**src/rtl/classifier_arbiter_if.sv**
```systemverilog
// classifier_arbiter_if: descriptor/result bus between the arbiter and the packet classifier
`ifndef FLOW_ID_WIDTH
`define FLOW_ID_WIDTH 16
`endif
`ifndef PKT_LENGTH_WIDTH
`define PKT_LENGTH_WIDTH 16
`endif
`ifndef FLOW_CLASS_WIDTH
`define FLOW_CLASS_WIDTH 4
`endif
interface classifier_arbiter_if #(
  parameter int FID_W = `FLOW_ID_WIDTH,
  parameter int LEN_W = `PKT_LENGTH_WIDTH,
  parameter int CLS_W = `FLOW_CLASS_WIDTH
);
  logic [FID_W-1:0] in_flow_id;
  logic [LEN_W-1:0] in_length;
  logic             in_wr;
  logic             in_ready;
  logic [CLS_W-1:0] out_class;
  logic             out_wr;
  modport master (output in_flow_id, in_length, in_wr, input in_ready, out_class, out_wr);
  modport slave  (input in_flow_id, in_length, in_wr, output in_ready, out_class, out_wr);
endinterface

```
**src/rtl/classifier_arbiter.sv**
```systemverilog
// classifier_arbiter: round-robin sharing of one packet classifier with in-order result routing
`ifndef FLOW_ID_WIDTH
`define FLOW_ID_WIDTH 16
`endif
`ifndef PKT_LENGTH_WIDTH
`define PKT_LENGTH_WIDTH 16
`endif
`ifndef FLOW_CLASS_WIDTH
`define FLOW_CLASS_WIDTH 4
`endif
module classifier_arbiter #(
  parameter int NUM_SRC   = 4,
  parameter int SRC_W     = 2,
  parameter int FID_W     = `FLOW_ID_WIDTH,
  parameter int LEN_W     = `PKT_LENGTH_WIDTH,
  parameter int CLS_W     = `FLOW_CLASS_WIDTH,
  parameter int TAG_DEPTH = 8,
  localparam int PTR_W    = $clog2(TAG_DEPTH),
  localparam int CNT_W    = $clog2(TAG_DEPTH) + 1
) (
  input  logic                     clk,
  input  logic                     reset,
  input  logic [NUM_SRC-1:0]       src_valid,
  input  logic [NUM_SRC*FID_W-1:0] src_flow_id,
  input  logic [NUM_SRC*LEN_W-1:0] src_length,
  output logic [NUM_SRC-1:0]       src_ack,
  classifier_arbiter_if.master     cls,
  output logic [NUM_SRC-1:0]       res_wr,
  output logic [CLS_W-1:0]         res_class,
  output logic [CNT_W-1:0]         outstanding,
  output logic                     err_orphan
);
  typedef enum logic [1:0] {IDLE, ISSUE, SETTLE} state_t;
  state_t state_q, state_d;
  logic [SRC_W-1:0] rr_ptr_q, rr_ptr_d, win;
  logic [FID_W-1:0] fid_q, fid_d;
  logic [LEN_W-1:0] len_q, len_d;
  logic wr_q, wr_d;
  logic [NUM_SRC-1:0] ack_q, ack_d, res_wr_q, res_wr_d;
  logic [CLS_W-1:0] res_class_q, res_class_d;
  logic [CNT_W-1:0] cnt_q, cnt_d;
  logic [PTR_W-1:0] wp_q, wp_d, rp_q, rp_d;
  logic err_q, err_d;
  logic [SRC_W-1:0] tag_q [TAG_DEPTH];
  logic found, grant, push, pop;

  function automatic logic [SRC_W-1:0] step(input logic [SRC_W-1:0] p, input int i);
    int s;
    s = int'(p) + i;
    return SRC_W'(s >= NUM_SRC ? s - NUM_SRC : s);
  endfunction

  // first valid source scanning upward from the source after the last winner
  always_comb begin
    win = rr_ptr_q;
    found = 1'b0;
    for (int i = 1; i <= NUM_SRC; i++) begin
      if (!found && src_valid[step(rr_ptr_q, i)]) begin
        win = step(rr_ptr_q, i);
        found = 1'b1;
      end
    end
  end

  // next-state, issue registers, tag FIFO bookkeeping and result routing
  always_comb begin
    grant = state_q == IDLE && cls.in_ready && |src_valid && cnt_q < CNT_W'(TAG_DEPTH);
    push = state_q == ISSUE;
    pop = cls.out_wr && cnt_q != '0;
    state_d = grant ? ISSUE : state_q == ISSUE ? SETTLE : state_q == SETTLE ? IDLE : state_q;
    rr_ptr_d = grant ? win : rr_ptr_q;
    fid_d = grant ? src_flow_id[win*FID_W +: FID_W] : fid_q;
    len_d = grant ? src_length[win*LEN_W +: LEN_W] : len_q;
    wr_d = grant;
    ack_d = grant ? NUM_SRC'(1) << win : '0;
    res_wr_d = pop ? NUM_SRC'(1) << tag_q[rp_q] : '0;
    res_class_d = pop ? cls.out_class : res_class_q;
    cnt_d = cnt_q + CNT_W'(push) - CNT_W'(pop);
    wp_d = wp_q + PTR_W'(push);
    rp_d = rp_q + PTR_W'(pop);
    err_d = err_q | (cls.out_wr && cnt_q == '0);
  end

  // state and output registers; rr_ptr starts at the last source so source 0 wins first
  always_ff @(posedge clk) begin
    if (reset) begin
      state_q <= IDLE;
      rr_ptr_q <= SRC_W'(NUM_SRC - 1);
      fid_q <= '0;
      len_q <= '0;
      wr_q <= 1'b0;
      ack_q <= '0;
      res_wr_q <= '0;
      res_class_q <= '0;
      cnt_q <= '0;
      wp_q <= '0;
      rp_q <= '0;
      err_q <= 1'b0;
    end else begin
      state_q <= state_d;
      rr_ptr_q <= rr_ptr_d;
      fid_q <= fid_d;
      len_q <= len_d;
      wr_q <= wr_d;
      ack_q <= ack_d;
      res_wr_q <= res_wr_d;
      res_class_q <= res_class_d;
      cnt_q <= cnt_d;
      wp_q <= wp_d;
      rp_q <= rp_d;
      err_q <= err_d;
    end
  end

  // tag storage; during ISSUE rr_ptr holds the index of the source being issued
  always_ff @(posedge clk) begin
    if (push) tag_q[wp_q] <= rr_ptr_q;
  end

  assign src_ack = ack_q;
  assign cls.in_flow_id = fid_q;
  assign cls.in_length = len_q;
  assign cls.in_wr = wr_q;
  assign res_wr = res_wr_q;
  assign res_class = res_class_q;
  assign outstanding = cnt_q;
  assign err_orphan = err_q;
endmodule

```
**src/flat_wrapper.sv**
```systemverilog
// flat-port wrapper written by rule: the top's interface ports become plain ports
module classifier_arbiter_flat 
#(
  parameter int NUM_SRC   = 4,
  parameter int SRC_W     = 2,
  parameter int FID_W     = `FLOW_ID_WIDTH,
  parameter int LEN_W     = `PKT_LENGTH_WIDTH,
  parameter int CLS_W     = `FLOW_CLASS_WIDTH,
  parameter int TAG_DEPTH = 8,
  localparam int PTR_W    = $clog2(TAG_DEPTH),
  localparam int CNT_W    = $clog2(TAG_DEPTH) + 1
)
  (clk, reset, src_valid, src_flow_id, src_length, src_ack, res_wr, res_class, outstanding, err_orphan, cls_in_flow_id, cls_in_length, cls_in_wr, cls_in_ready, cls_out_class, cls_out_wr);
  classifier_arbiter_if #(.FID_W(FID_W), .LEN_W(LEN_W), .CLS_W(CLS_W)) cls_i ();
  input  logic clk;
  input  logic reset;
  input  logic [NUM_SRC-1:0] src_valid;
  input  logic [NUM_SRC*FID_W-1:0] src_flow_id;
  input  logic [NUM_SRC*LEN_W-1:0] src_length;
  output logic [NUM_SRC-1:0] src_ack;
  output logic [NUM_SRC-1:0] res_wr;
  output logic [CLS_W-1:0] res_class;
  output logic [CNT_W-1:0] outstanding;
  output logic err_orphan;
  output wire logic [$bits(cls_i.in_flow_id)-1:0] cls_in_flow_id;
  output wire logic [$bits(cls_i.in_length)-1:0] cls_in_length;
  output wire logic [$bits(cls_i.in_wr)-1:0] cls_in_wr;
  input wire logic [$bits(cls_i.in_ready)-1:0] cls_in_ready;
  input wire logic [$bits(cls_i.out_class)-1:0] cls_out_class;
  input wire logic [$bits(cls_i.out_wr)-1:0] cls_out_wr;
  assign cls_in_flow_id = cls_i.in_flow_id;
  assign cls_in_length = cls_i.in_length;
  assign cls_in_wr = cls_i.in_wr;
  assign cls_i.in_ready = cls_in_ready;
  assign cls_i.out_class = cls_out_class;
  assign cls_i.out_wr = cls_out_wr;
  classifier_arbiter #(.NUM_SRC(NUM_SRC), .SRC_W(SRC_W), .FID_W(FID_W), .LEN_W(LEN_W), .CLS_W(CLS_W), .TAG_DEPTH(TAG_DEPTH)) u_core (.clk(clk), .reset(reset), .src_valid(src_valid), .src_flow_id(src_flow_id), .src_length(src_length), .src_ack(src_ack), .cls(cls_i), .res_wr(res_wr), .res_class(res_class), .outstanding(outstanding), .err_orphan(err_orphan));
endmodule
```
**config.mk**
```make
export PLATFORM = sky130hd
export DESIGN_NAME = classifier_arbiter_flat
export DESIGN_NICKNAME = d
export VERILOG_FILES = /design/src/rtl/classifier_arbiter_if.sv /design/src/rtl/classifier_arbiter.sv /design/src/flat_wrapper.sv
export SDC_FILE = /design/constraint.sdc
export NUM_CORES = 1
export LEC_CHECK = 0
export CORE_MARGIN = 2
export CORE_UTILIZATION = 40
export DETAILED_ROUTE_END_ITERATION = 16
export GPL_ROUTABILITY_DRIVEN = 1
export PLACE_DENSITY = 0.79
export SLEW_MARGIN = 10
export SYNTH_ARGS = -nofsm -noshare
export SYNTH_HDL_FRONTEND = slang
export SYNTH_SLANG_ARGS = --single-unit
```
**constraint.sdc**
```tcl
create_clock -name clk -period 2.5 [get_ports clk]
set_clock_uncertainty 0.15 [all_clocks]
set_input_delay 0.5 -clock clk [delete_from_list [all_inputs] [get_ports clk]]
set_output_delay 0.5 -clock clk [all_outputs]
set_load 0.03 [all_outputs]
```
==> qor.txt <==
Setup violators final: 0
Clk buf depth: 2
TritonCTS Sinks: 76
Initial antenna violation count: 0
Max cap viols: 0
Routed vias/inst: 5.12
Syn avg cell area: 10.2 sq um
Min-delay src: u_core.res_class[0]
Lkg Pwr: 0.00258 uW
Nets@finish: 728
Yosys warning count: 0
Post-synth top area share: 0.307
Crit path DAT: 2.39 ns
Antenna Nets Post-Route: 0
Slew Limit Fails: 0
PD cells: 785 mW/mm^2
Met3 wire length: 781 um
Clk Latency, worst-skew pair: 0.35 ns
Layout cell share with drive strength beyond 1: 0.0878
Total GRT Usage: 0.204
Setup TNS: 0 ns
Chip width: 103 um
Syn Std Cell Area: 0.00391 sq mm
Beginning of the worst register-to-register path: u_core.rr_ptr_q[1]
Hold WS: 0.307 ns
Synth Instances: 384
Crit share post-route: 0.925
Syn nets: 536
FF+latch count, synth: 76
Core area: 0.00964 sq mm
Crit Path Max Fanout: 29
WP data required: 2.58 ns
FILL cells: 789
Num CTS Buffers: 9
Type of the worst setup path: primary input to flop
1st-pass router iterations: 5
Clk pin slew, worst setup/hold paths: 0.08 ns
Area added between synthesis and finish: 59.2%
# DRC: 0
Clk root buf: clkbuf_8
Final hold violation count: 0
Die Area: 0.0106 sq mm
Rows: 36
Seq/Total Area, Yosys: 0.430
Worst setup EP type: flop
Max Used Layer: met4
Largest net degree at the start of global routing: 34
Metal2 WL: 5590 um
Port buffer count: 189
Postcts setup bufs: 0
Routed WL: 10800 um
Status: finished clean
Hpwl dp: 8290 um
M1 WL: 4150 um
Number of global-route vias before repair: 3617
Post-CTS Hold Fix Bufs: 0
Num ports: 190
Crit. Startpoint: src_valid[3]
CTS tree: built
DR WL/cell: 15.1 um
Antenna diodes: 0
Htree depth: 3
Min Tclk post-route: 2.31 ns
Multi-input logic area: 0.00201 sq mm
Register area: 0.00168 sq mm
Largest area contributor in the netlist: dfxtp_1
Initial Utilization: 0.406
Vias post-DR: 3657
Worst min path class: flop to flop
Total gr overflow: 0
Global placement routability congestion: 0.819
Yosys cell types: 44
Unrepaired setup endpoints after global routing: no
First-pass GRT wire length: 16900 um
Worst-margin pin slew: 0.498 ns
Initial DRC count: 64
Critical Path Source Type: primary input
Synth top area cells: dfxtp_1, mux2i_1, edfxtp_1, and3_1, a32oi_1
FMAX: 432 MHz
Max_slew headroom: 0.668
Worst VDD drop: 369 uV
Die height: 103 um
## cells in the mapped netlist (all sizes together)
cell,n
o31a,1
nor2b,8
ha,11
buf,21
a2bb2oi,13
or4,1
a21oi,7
nand4,1
a311oi,1
edfxtp,16
o31ai,1
and3b,1
nand2b,7
a21o,2
or3,2
nand3b,1
nor3,2
and3,40
o41ai,1
inv,10
nand3,19
nor2,21
xor2,1
nand2,33
or2,1
nor3b,1
clkbuf,7
fa,1
a211o,2
a32oi,19
dfxtp,60
mux4,4
xnor2,3
nor4,2
mux2i,49
o21ai,14
## logic make-up (layout without fill, tap and decap cells)
| group | after synthesis | after routing | share of synthesized area |
|---|---|---|---|
| adders and majority gates | 12 | 12 | 0.0403 |
| muxes | 53 | 53 | 0.148 |
| buffers and inverters | 38 | 235 | 0.0560 |
| DFF | 76 | 76 | 0.430 |
| and+or+nand+nor | 140 | 140 | 0.194 |
| AOI/OAI and AO/OA | 61 | 61 | 0.122 |
| xor gates and xnor gates | 4 | 4 | 0.00896 |
## layer usage
metal | vias to the layer above | global-route usage
met4 | 0 | 0.0810
met1 | 1693 | 0.231
met3 | 22 | 0.0495
met5 | - | 0
met2 | 143 | 0.367
li1 | 1799 | -
## final timing paths
check	to	slack, ns	cells past startpoint
worst max register to register	u_core.cls.in_length[3]	0.24	6
worst max-delay path	u_core.cls.in_length[10]	0.19	8
worst min-delay path	u_core.res_class[0]	0.31	2
worst min register to register	u_core.res_class[0]	0.31	2
## worst max-delay path, cell delays in order
cell and delay (ns):
clkdlybuf4s50_1 0.47, nor4_1 0.49, or4_4 0.26, inv_4 0.06, buf_12 0.15, and3_1 0.18
mux2i_1 0.17, nand3_1 0.10
## report_power, final
| part | internal, uW | total, uW | leakage (uW) | switching (uW) |
|---|---|---|---|---|
| Sequential | 1510 | 1690 | 0.000631 | 180 |
| Combinational | 1160 | 2320 | 0.00185 | 1170 |
| Clock | 378 | 879 | 0.0000925 | 501 |
| Total | 3040 | 4890 | 0.00258 | 1850 |
## what timing repair did
| action | 4_1_cts | 5_1_grt |
|---|---|---|
| endpoints found under the setup margin | 0 | 1 |
| endpoints found under the hold margin | 0 | 0 |
| resized for setup | 0 | 1 |
## cell usage in the layout (no fill, tap or decap), types with 2 or more instances in the layout
cell	n
clkdlybuf4s50_1	189
dfxtp_1	59
mux2i_1	49
and3_1	39
nand2_1	33
nor2_1	20
a32oi_1	19
nand3_1	19
edfxtp_1	16
a2bb2oi_1	13
o21ai_1	13
buf_4	12
ha_1	11
inv_1	9
clkbuf_8	9
buf_12	8
nor2b_1	7
a21oi_1	7
nand2b_1	6
mux4_2	4
xnor2_1	3
inv_6	3
nor3_1	2
a21o_1	2
nor4_1	2
a211o_1	2
## state kept, by name, summed over array words and instances (netlist names), 2 cells and up
| register | cells |
|---|---|
| u_core.tag_q | 16 |
| u_core.res_class | 4 |
| u_core.rr_ptr_q | 2 |
| u_core.res_wr | 4 |
| u_core.outstanding | 4 |
| u_core.cls.in_length | 16 |
| u_core.cls.in_flow_id | 16 |
| u_core.rp_q | 3 |
| u_core.src_ack | 4 |
| u_core.state_q | 2 |
| u_core.wp_q | 3 |
## cell type report
cell class	instances	area share
clock buffer	9	0.0199
clock inverter	7	0.00944
tap	133	0.0267
timing repair buffer	209	0.344
inverter	10	0.00643
sequential	76	0.270
multi-input combinational	270	0.323
## stage by stage
step | cell area (sq um) | cells | worst slack (ns) | total power (uW) | util
3_3_place_gp | 6040 | 698 | -0.0864 | 3990 | 0.627
5_1_grt | 6230 | 714 | 0.0428 | 5190 | 0.646
3_5_place_dp | 6040 | 698 | -0.128 | 4050 | 0.627
2_1_floorplan | 3910 | 384 | 0.00675 | 3100 | -
4_1_cts | 6230 | 714 | 0.184 | 4940 | 0.646
6_report | 6230 | 714 | 0.188 | 4890 | 0.646
Note: power is estimated with default switching activity, not from simulation.
==> edit 1: new RTL, same flow settings <==
Take the reset off `res_wr_q` and load it in a clocked block of its own.
--- a/src/rtl/classifier_arbiter.sv
+++ b/src/rtl/classifier_arbiter.sv
@@ -90,7 +90,6 @@
       len_q <= '0;
       wr_q <= 1'b0;
       ack_q <= '0;
-      res_wr_q <= '0;
       res_class_q <= '0;
       cnt_q <= '0;
       wp_q <= '0;
@@ -103,13 +102,16 @@
       len_q <= len_d;
       wr_q <= wr_d;
       ack_q <= ack_d;
-      res_wr_q <= res_wr_d;
       res_class_q <= res_class_d;
       cnt_q <= cnt_d;
       wp_q <= wp_d;
       rp_q <= rp_d;
       err_q <= err_d;
     end
+  end
+
+  always_ff @(posedge clk) begin
+    res_wr_q <= res_wr_d;
   end
 
   // tag storage; during ISSUE rr_ptr holds the index of the source being issued
Formal check against the unedited RTL: differs if reset is asserted again (counterexample within 4 cycles, from zero or initial values and one cycle with reset high); with reset held inactive, the same outputs for 10 cycles.
==> edit 1 against the original RTL <==
Wire length up 13%. Sequential cell count did not move. Critical endpoint is now u_core.cls.in_flow_id[7]$_SDFFE_PP0P_. Sequential share of layout area up 0.38 points. Final area fell by 1.4%. Setup slack worse by 0.040 ns. Fmax is 1.7% lower. Synthesized area is 6.7% lower. Total power increased by 3.6%.
==> edit 1: results <==
[critical_path]
r2r-end = "u_core.outstanding[2]$_SDFF_PP0_"
worst_r2r_path_depth = 12
slowest_delay_ns = 0.59

[run_status]
status = "completed"

[route]
routedWlPerCell_um = 18.0
drt_iter0_markers = 116
drt-met1-wl_um = 4250
viasPerCell = 5.56
drt-pass1-iter-count = 4

[cells_and_area]
drive_above_1_share = 0.117
regArea_sq_um = 1680
bufAreaShareNonClock = 0.360
clock_area_frac = 0.0336

[floorplanning]
die_w_um = 99.5

[placed_design]
gp_congestion = 0.871
post-dp-hpwl_um = 8970
place_ws_ns = -0.439
dp.cells = 655

[sta]
whs_ns = 0.312

[synth]
synth.net_count = 505
synth_compound_area_frac = 0.175
synthTopCellsByCount = "60 x dfxtp_1, 35 x nand3_1, 34 x mux2i_1"

[global_route]
met3_usage = 0.0970
grt_use_met1 = 0.253
grt_start_max_net_pins = 35
-- edit 1: worst max path at each step --
stage	depth (start not counted)	start	slack, ns	end
finish	8	src_valid[3]	0.15	u_core.cls.in_flow_id[7]$_SDFFE_PP0P_
global route	9	src_valid[3]	0.06	u_core.cls.in_flow_id[13]$_SDFFE_PP0P_
CTS	9	src_valid[0]	0.01	u_core.cls.in_flow_id[7]$_SDFFE_PP0P_
detailed placement	8	src_valid[1]	-0.44	u_core.cls.in_length[6]$_SDFFE_PP0P_
global placement	8	src_valid[0]	-0.40	u_core.cls.in_flow_id[15]$_SDFFE_PP0P_
floorplan	12	u_core.outstanding[2]$_SDFF_PP0_	0.07	u_core.outstanding[2]$_SDFF_PP0_
-- edit 1: timing repair --
action | 4_1_cts | 5_1_grt
cloned | 1 | 1
gates resized for setup | 1 | 8
endpoints found under the setup margin | 18 | 18
pin swaps | 1 | 1
==> edit 2: new RTL, same settings <==
Made on the original files. `NUM_SRC` is set to 4 in 2 places; all go to 2.
--- a/src/rtl/classifier_arbiter.sv
+++ b/src/rtl/classifier_arbiter.sv
@@ -9,7 +9,7 @@
 `define FLOW_CLASS_WIDTH 4
 `endif
 module classifier_arbiter #(
-  parameter int NUM_SRC   = 4,
+  parameter int NUM_SRC   = 2,
   parameter int SRC_W     = 2,
   parameter int FID_W     = `FLOW_ID_WIDTH,
   parameter int LEN_W     = `PKT_LENGTH_WIDTH,
--- a/src/flat_wrapper.sv
+++ b/src/flat_wrapper.sv
@@ -1,7 +1,7 @@
 // flat-port wrapper written by rule: the top's interface ports become plain ports
 module classifier_arbiter_flat 
 #(
-  parameter int NUM_SRC   = 4,
+  parameter int NUM_SRC   = 2,
   parameter int SRC_W     = 2,
   parameter int FID_W     = `FLOW_ID_WIDTH,
   parameter int LEN_W     = `PKT_LENGTH_WIDTH,
Ports: changed (5 resized); port bits go from 190 to 120. The function was not compared with the original's and may differ.
==> edit 2 against the original RTL <==
Synthesized area fell by 24%. Setup slack improved by 0.037 ns. Highest routed layer unchanged. Final area fell by 27%. Wire length fell by 36%. Sequential cell count fell by 4. Hold slack improved by 0.010 ns. Count of clock-buffer cells in the layout rose by 1. Fmax rose by 1.6%. Total power fell by 24%.
==> edit 2: results <==
[synth]
ys_seq_area_frac = 0.540
synth_xor_area_frac = 0.0148
synthTopCellsByCount = "56 x dfxtp_1, 42 x mux2i_1, 32 x o2bb2ai_1"
yosysUniqueCellTypes = 29
synthTopCellsByArea = "dfxtp_1 38%, edfxtp_1 16%, mux2i_1 14%"
synth_warnings = 0
synth_compound_area_frac = 0.111
async_flop_share = 0
synthAdderAreaFrac = 0.0447
synthMuxAreaShare = 0.167
synth.net_count = 329

[hold_path]
hp-start = "u_core.cls.in_flow_id[8]$_SDFFE_PP0P_"
whs_path_depth = 1
holdPathEnd = "u_core.cls.in_flow_id[8]$_SDFFE_PP0P_"
hp-class = "flop to flop"

[global_route]
grt_pass1_wl_um = 11300
grtUsageTotal = 0.178
grt_pass1_vias = 2368
grt_start_max_net_pins = 33

[clock_tree]
clk_path_buf_depth = 2
cts_setup_buffers = 0
root_buffer = "clkbuf_8"
htree_levels = 3

[run_status]
status = "completed"

[route]
drt_iter0_markers = 95
drt-pass1-iter-count = 4
via_count = 2259
totalWireLength_um = 6930

[critical_path]
critical-path-slowest-cell = "fa_1"
r2r-end = "u_core.outstanding[2]$_SDFF_PP0_"
crit_fanout = 3
cp_top_family = "adder cells"
worst_r2r_path_depth = 11
critPathArrivalTime_ns = 2.37
r2r-start = "u_core.outstanding[2]$_SDFF_PP0_"
r2r_setup_slack_ns = 0.22
slowest_delay_ns = 0.37

[pwr]
ir_drop_mv = 0.375
p_leak_uw = 0.00174

[placed_design]
place_ws_ns = 0.0191
numPortBuffers = 119
gp_congestion = 0.748
post-dp-hpwl_um = 5250

[sta]
relSlewSlack = 0.677

[cells_and_area]
nets = 452
-- edit 2: cell types whose count changed after synthesis, moves of 4 or more --
cell | unedited run | this run
buf_6 | 7 | 1
o2bb2ai_1 | 0 | 32
nand3_1 | 19 | 0
a2bb2oi_1 | 13 | 0
and3_1 | 40 | 0
a21oi_1 | 7 | 3
clkbuf_1 | 7 | 3
dfxtp_1 | 60 | 56
a32oi_1 | 19 | 0
mux2i_1 | 49 | 42
buf_2 | 11 | 7
nor2_1 | 20 | 25
o21ai_1 | 13 | 0
nand2_1 | 33 | 6
-- edit 2: stage by stage --
stage | utilization | cells | hold WS (ns)
after floorplan | - | 245 | 0.306
after global routing | 0.626 | 472 | 0.329
after detailed placement | 0.597 | 456 | 0.298
after global placement | 0.597 | 456 | 0.294
after CTS | 0.626 | 472 | 0.320
final | 0.626 | 472 | 0.317
-- edit 2: worst reg2reg max path: cells and delay by family (launching register included) --
| family | cells | cell delay (ns) |
|---|---|---|
| adders and majority gates | 3 | 0.76 |
| xor gates and xnor gates | 1 | 0.15 |
| DFF | 1 | 0.33 |
| buffers and inverters | 2 | 0.10 |
| and+or+nand+nor | 4 | 0.57 |
| AOI/OAI and AO/OA | 1 | 0.10 |
-- edit 2: worst max-delay path by stage --
stage | slack, ns | cells after the start | start | endpoint
3_3_place_gp | 0.11 | 9 | cls_out_wr | u_core.outstanding[2]$_SDFF_PP0_
4_1_cts | 0.20 | 11 | u_core.outstanding[3]$_SDFF_PP0_ | u_core.outstanding[2]$_SDFF_PP0_
2_1_floorplan | 0.03 | 12 | u_core.outstanding[3]$_SDFF_PP0_ | u_core.outstanding[2]$_SDFF_PP0_
3_5_place_dp | 0.02 | 9 | cls_out_wr | u_core.outstanding[2]$_SDFF_PP0_
6_report | 0.22 | 11 | u_core.outstanding[2]$_SDFF_PP0_ | u_core.outstanding[2]$_SDFF_PP0_
5_1_grt | 0.07 | 11 | u_core.outstanding[2]$_SDFF_PP0_ | u_core.outstanding[3]$_SDFF_PP0_
-- edit 2: layout make-up --
class | instances | area (sq um)
Multi-Input combinational cell | 150 | 1270
Clock inverter | 6 | 68.8
Fill cell | 596 | 2700
Sequential cell | 72 | 1600
Inverter | 9 | 33.8
Timing Repair Buffer | 126 | 1280
Clock buffer | 10 | 138
Tap cell | 99 | 124
-- edit 2: report_power, final --
| part | total [uW] | internal [uW] | switching, uW |
|---|---|---|---|
| sequential | 1470 | 1350 | 118 |
| combinational | 1310 | 652 | 658 |
| clock | 938 | 491 | 447 |
-- edit 2: layer usage --
metal  global-route usage  up-vias  wire, um
li1                     -     1128         -
met1                0.193     1042      2740
met2                0.312       75      3560
met3               0.0511       14       455
met4               0.0962        0       171
met5                    0        -         0
